File: config.mk
export PLATFORM = sky130hd
export DESIGN_NAME = demux2_32_flat
export DESIGN_NICKNAME = d
export VERILOG_FILES = /design/src/rtl/demux2_32_if.sv /design/src/rtl/demux2_32.sv /design/src/flat_wrapper.sv
export SDC_FILE = /design/constraint.sdc
export NUM_CORES = 1
export LEC_CHECK = 0
export ABC_CLOCK_PERIOD_IN_PS = 1500
export CAP_MARGIN = 25
export CORE_ASPECT_RATIO = 1.25
export CORE_MARGIN = 3
export CORE_UTILIZATION = 43
export DETAILED_ROUTE_END_ITERATION = 10
export PLACE_DENSITY = 0.79
export SLEW_MARGIN = 20
export SYNTH_ARGS = -nofsm -noshare
export SYNTH_HDL_FRONTEND = slang
export SYNTH_SLANG_ARGS = --single-unit
File: constraint.sdc
create_clock -name clk -period 1.5 [get_ports clk]
set_input_delay 0.3 -clock clk [delete_from_list [all_inputs] [get_ports clk]]
set_output_delay 0.3 -clock clk [all_outputs]
set_load 0.005 [all_outputs]
File: src/rtl/demux2_32_if.sv
// ============================================================================
//  Module      : demux2_32_if
//  Description : Bus bundle for the 2-way, 32-bit valid/ready demultiplexer.
//                One upstream channel with a route select, two downstream
//                channels. The per-port delivered-word counters are present
//                only when DEMUX2_32_CNT_EN is defined.
//  Revision    : 1.0 - initial release
// ============================================================================
`default_nettype none

interface demux2_32_if;
    // Upstream channel
    logic [31:0] in_data;
    logic        s0;
    logic        in_v;
    logic        in_r;
    // Downstream port 0
    logic [31:0] y0;
    logic        y0_v;
    logic        y0_r;
    // Downstream port 1
    logic [31:0] y1;
    logic        y1_v;
    logic        y1_r;
`ifdef DEMUX2_32_CNT_EN
    // Delivered-word counters
    logic [15:0] cnt0;
    logic [15:0] cnt1;
`endif

    // Demultiplexer side
    modport slave (
        input  in_data, s0, in_v, y0_r, y1_r,
`ifdef DEMUX2_32_CNT_EN
        output cnt0, cnt1,
`endif
        output in_r, y0, y0_v, y1, y1_v
    );

    // Producer / consumer side
    modport master (
        output in_data, s0, in_v, y0_r, y1_r,
`ifdef DEMUX2_32_CNT_EN
        input  cnt0, cnt1,
`endif
        input  in_r, y0, y0_v, y1, y1_v
    );
endinterface

`default_nettype wire

File: src/rtl/demux2_32.sv
// ============================================================================
//  Module      : demux2_32
//  Description : 2-way, 32-bit valid/ready demultiplexer. Each accepted word
//                is steered by s0 into a single-entry output register (R0/R1)
//                with its own valid flag. A port accepts a new word in the
//                same cycle it delivers, so each port sustains one word per
//                cycle. Optional 16-bit delivered-word counters per port are
//                built when DEMUX2_32_CNT_EN is defined.
//  Revision    : 1.0 - initial release
// ============================================================================
`default_nettype none

module demux2_32 (
    input  wire logic   clk,
    input  wire logic   rst_n,
    demux2_32_if.slave  bus
);

    // Output stage state
    logic [31:0] r_data0;
    logic [31:0] r_data1;
    logic        r_v0;
    logic        r_v1;

    // Handshake decode
    logic        w_in_r;
    logic        w_acc;
    logic        w_ld0;
    logic        w_ld1;
    logic        w_dlv0;
    logic        w_dlv1;

    // Upstream is ready when the selected port is empty or draining this cycle
    always_comb begin
        w_in_r = 1'b0;
        w_acc  = 1'b0;
        w_ld0  = 1'b0;
        w_ld1  = 1'b0;
        w_dlv0 = r_v0 & bus.y0_r;
        w_dlv1 = r_v1 & bus.y1_r;
        if (bus.s0) begin
            w_in_r = ~r_v1 | bus.y1_r;
        end else begin
            w_in_r = ~r_v0 | bus.y0_r;
        end
        // Select only matters on an accepted transfer, so gating by w_acc
        // keeps s0 and in_data don't-care while in_v is low.
        w_acc = bus.in_v & w_in_r;
        w_ld0 = w_acc & ~bus.s0;
        w_ld1 = w_acc &  bus.s0;
    end

    // Port registers: load wins over deliver so a same-cycle refill keeps valid high
    always_ff @(posedge clk or negedge rst_n) begin
        if (!rst_n) begin
            r_data0 <= 32'd0;
            r_data1 <= 32'd0;
            r_v0    <= 1'b0;
            r_v1    <= 1'b0;
        end else begin
            if (w_ld0) begin
                r_data0 <= bus.in_data;
                r_v0    <= 1'b1;
            end else if (w_dlv0) begin
                r_v0    <= 1'b0;
            end
            if (w_ld1) begin
                r_data1 <= bus.in_data;
                r_v1    <= 1'b1;
            end else if (w_dlv1) begin
                r_v1    <= 1'b0;
            end
        end
    end

`ifdef DEMUX2_32_CNT_EN
    logic [15:0] r_cnt0;
    logic [15:0] r_cnt1;

    // Count delivered words per port; natural 16-bit wrap
    always_ff @(posedge clk or negedge rst_n) begin
        if (!rst_n) begin
            r_cnt0 <= 16'd0;
            r_cnt1 <= 16'd0;
        end else begin
            if (w_dlv0) begin
                r_cnt0 <= r_cnt0 + 16'd1;
            end
            if (w_dlv1) begin
                r_cnt1 <= r_cnt1 + 16'd1;
            end
        end
    end

    assign bus.cnt0 = r_cnt0;
    assign bus.cnt1 = r_cnt1;
`endif

    assign bus.in_r = w_in_r;
    assign bus.y0   = r_data0;
    assign bus.y0_v = r_v0;
    assign bus.y1   = r_data1;
    assign bus.y1_v = r_v1;

endmodule

`default_nettype wire
File: src/flat_wrapper.sv
// flat-port wrapper written by rule: the top's interface ports become plain ports
module demux2_32_flat 
  (clk, rst_n, bus_in_data, bus_s0, bus_in_v, bus_y0_r, bus_y1_r, bus_in_r, bus_y0, bus_y0_v, bus_y1, bus_y1_v);
  demux2_32_if bus_i ();
  input  wire logic clk;
  input  wire logic rst_n;
  input wire logic [$bits(bus_i.in_data)-1:0] bus_in_data;
  input wire logic [$bits(bus_i.s0)-1:0] bus_s0;
  input wire logic [$bits(bus_i.in_v)-1:0] bus_in_v;
  input wire logic [$bits(bus_i.y0_r)-1:0] bus_y0_r;
  input wire logic [$bits(bus_i.y1_r)-1:0] bus_y1_r;
  output wire logic [$bits(bus_i.in_r)-1:0] bus_in_r;
  output wire logic [$bits(bus_i.y0)-1:0] bus_y0;
  output wire logic [$bits(bus_i.y0_v)-1:0] bus_y0_v;
  output wire logic [$bits(bus_i.y1)-1:0] bus_y1;
  output wire logic [$bits(bus_i.y1_v)-1:0] bus_y1_v;
  assign bus_i.in_data = bus_in_data;
  assign bus_i.s0 = bus_s0;
  assign bus_i.in_v = bus_in_v;
  assign bus_i.y0_r = bus_y0_r;
  assign bus_i.y1_r = bus_y1_r;
  assign bus_in_r = bus_i.in_r;
  assign bus_y0 = bus_i.y0;
  assign bus_y0_v = bus_i.y0_v;
  assign bus_y1 = bus_i.y1;
  assign bus_y1_v = bus_i.y1_v;
  demux2_32 u_core (.clk(clk), .rst_n(rst_n), .bus(bus_i));
endmodule
==> results.py <==
metrics = {
    "synthesis": {
        "synth_top_area_share_pct": 61.8,
        "yosysTopAreaCell": "dfrtp_1",
        "syn_inst": 146,
        "yosys-top-cells-area": "dfrtp_1 62%, mux2_4 17%, mux2_2 14%, buf_12 2.2%, buf_6 1.3%",
        "synth_xor_area_share_pct": 0,
        "synthArstFlopShare_pct": 100,
        "synth.avg_cell_area_sq_um": 18.3,
        "yosys-mux-area-fraction_pct": 31.2,
        "synthTopCellsByCount": "66 x dfrtp_1, 34 x mux2_2, 30 x mux2_4",
        "yosys_most_used_dff": "dfrtp_1",
        "ys_ff_latch": 66,
        "syn_area_sq_um": 2670,
        "synth_edf_count": 0,
        "syn-num-nets": 184,
        "synth_warnings": 0,
        "synthSimpleGateAreaFrac_pct": 3.00,
        "yosysMostFrequentCell": "dfrtp_1",
        "synth_top_family_by_area": "multiplexers",
        "ys_types": 15,
        "synth_fa_ha_area_share_pct": 0,
        "synth_compound_area_share_pct": 0.375,
        "yosysSeqAreaShare_pct": 61.8,
    },
    "hold_path": {
        "hp-class": "flip-flop to flip-flop",
        "holdCritStartpoint": "u_core.bus.y0[10]",
        "holdPathEnd": "u_core.bus.y0[10]",
        "hold_depth": 1,
    },
    "status": {
        "violations": "negative setup slack",
        "outcome": "finished with violations",
    },
    "routing": {
        "wire_per_inst_microns": 15.8,
        "drt_first_pass_iters": 3,
        "route.detailed.drc": 0,
        "vias_per_cell": 4.65,
        "wl_microns": 5860,
        "first_iter_violations": 50,
        "vias": 1726,
        "ant_nets": 0,
    },
    "critical_path": {
        "critPathKind": "flip-flop to flip-flop",
        "cp-start-kind": "flip-flop",
        "r2r_start": "u_core.bus.y1_v",
        "r2r_end": "u_core.bus.y1[26]",
        "critPathMaxFanout": 17,
        "r2r_slack_ns": -0.01,
        "end_kind": "flip-flop",
        "critPathLaunch": "u_core.bus.y1_v",
        "worstPathArrival_ns": 1.72,
        "r2r_cells": 6,
        "crit_required_ns": 1.71,
    },
    "clocking": {
        "clk_latency_ns": 0.33,
        "cts.clk_slew.worst_paths_ns": 0.07,
        "tritoncts": "built",
        "cts_made_buffers": 9,
        "htreeDepth": 3,
        "cts_num_sinks": 66,
        "cts-root-buf": "clkbuf_8",
        "clk_path_buf_depth": 2,
    },
    "placed_design": {
        "port_buffers": 104,
        "pre_cts_ws_ns": -0.308,
        "gp_congestion": 0.692,
        "place_inst": 337,
        "dpl.hpwl_microns": 4070,
    },
    "timing": {
        "hold_viol": 0,
        "period_minus_slack_ns": 1.51,
        "fin_crit_sh_pct": 101,
        "rsz0062_at_grt": "true",
        "fmax_mhz": 662,
        "finalClockSkew_ns": 0.00645,
        "tightest_slew_ns": 0.346,
        "slew_headroom_pct": 76.9,
        "drv_slew": 0,
        "finalSetupViolCount": 10,
        "fin_ws_ns": -0.0100,
        "whs_ns": 0.499,
    },
    "layout": {
        "insertedDiodeCount": 0,
        "final_cells": 371,
        "area_growth_pct": 56.6,
        "nFillCells": 424,
        "drive_gt1_share_pct": 40.1,
        "nNetsFinal": 323,
    },
    "floorplanning": {
        "die_w_microns": 76.5,
        "initial_utilization_pct": 45.3,
        "rows": 31,
        "die_h_microns": 94.1,
        "ios": 105,
        "fp.coreArea_sq_um": 5900,
        "die_area_sq_um": 7200,
    },
    "pwr": {
        "p_total_mw": 5.10,
        "peakVddDrop_mv": 0.718,
        "p_leak_nw": 2.06,
        "power_density_nw_per_um2": 1220,
    },
    "global_route": {
        "grt_max_degree": 67,
        "grt_pass1_vias": 1919,
        "grt_pass1_wl_microns": 9740,
        "grt_util_all_layers_pct": 17.8,
        "grt-ovfl-total": 0,
        "antenna_found_initial": 0,
    },
    "job": {
        "maxCapViolations": 0,
    },
}
per-stage QoR:
stage	cell area, sq um	util (%)	TNS, ns
floorplan	2670	-	0
CTS	4140	70.2	-0.0103
detailed placement	3860	65.5	-16.76
global placement	3860	65.5	-15.47
global route	4190	71.0	-1.54
finish	4190	71.0	-0.0607
placed cells by master (no fill, tap or decap):
master           count
bufinv_16            1
buf_12               5
nor2b_4              1
clkbuf_1             1
buf_4               23
nor2_8               1
dlygate4sd2_1       48
dlygate4sd3_1        1
a21oi_2              1
nor2_1               1
nand2b_2             1
buf_6                1
buf_2                2
nand2_2              1
nand3b_4             1
mux2_4              31
or2b_1               1
inv_1                1
clkbuf_8            12
clkbuf_2             1
clkdlybuf4s50_1     40
o21ai_0              1
dlymetal6s2s_1      13
mux2_2              33
dfrtp_1             66
clkinv_2             1
worst max-delay path, stage by stage (launching register included):
cell and delay, ns:
dfrtp_1 0.40, buf_6 0.12, nor2b_4 0.13, buf_12 0.12
nor2_8 0.11, buf_12 0.20, mux2_4 0.31
registers in the layout, indices dropped and copies added, names as in the netlist:
| signal | count |
|---|---|
| u_core.bus.y0 | 32 |
| u_core.bus.y1 | 32 |
| u_core.bus.y0_v | 1 |
| u_core.bus.y1_v | 1 |
per-layer routing:
layer | wire length, microns | part of all wire [%] | track usage, %
met5 | 0 | 0 | 0
met4 | 115 | 2.0 | 9.06
met3 | 460 | 7.9 | 5.85
met1 | 2530 | 43 | 20.8
met2 | 2750 | 47 | 29.3
final cells by class:
cell class	count	area [sq um]	share of cell area [%]
Sequential cell	66	1650	39.5
Multi-Input combinational cell	73	931	22.2
Clock inverter	2	35.0	0.837
Timing Repair Buffer	134	1290	30.9
Clock buffer	13	169	4.04
Tap cell	82	103	2.45
Inverter	1	3.75	0.0897
power breakdown:
part / internal [mW] / switching, mW
logic: 0.914 / 0.407
registers: 2.10 / 0.160
clock network: 0.893 / 0.625
total: 3.91 / 1.19
logic make-up (layout without fill, tap and decap cells):
family | after synthesis | count (layout)
compound gates | 2 | 2
buf+inv | 7 | 150
flops | 66 | 66
mux | 64 | 64
simple gates | 7 | 7
what timing repair did:
| item | in CTS | in global routing |
|---|---|---|
| pin swaps | 2 | 0 |
| endpoints found under the hold margin | 59 | 0 |
| setup buffers | 16 | 2 |
| cloned | 0 | 0 |
| setup endpoints to repair | 54 | 46 |
| hold buffers | 1 | 0 |
| gates resized for setup | 56 | 15 |
how the worst max path moves through the flow:
stage	to	slack, ns	depth (start not counted)
global placement	bus_in_r	-0.31	5
finish	u_core.bus.y1[26]	-0.01	6
global route	u_core.bus.y1[21]	-0.06	6
CTS	bus_in_r	-0.01	4
detailed placement	bus_in_r	-0.31	4
floorplan	u_core.bus.y1[0]	0.24	4
Power figures use the tool's default switching activity.
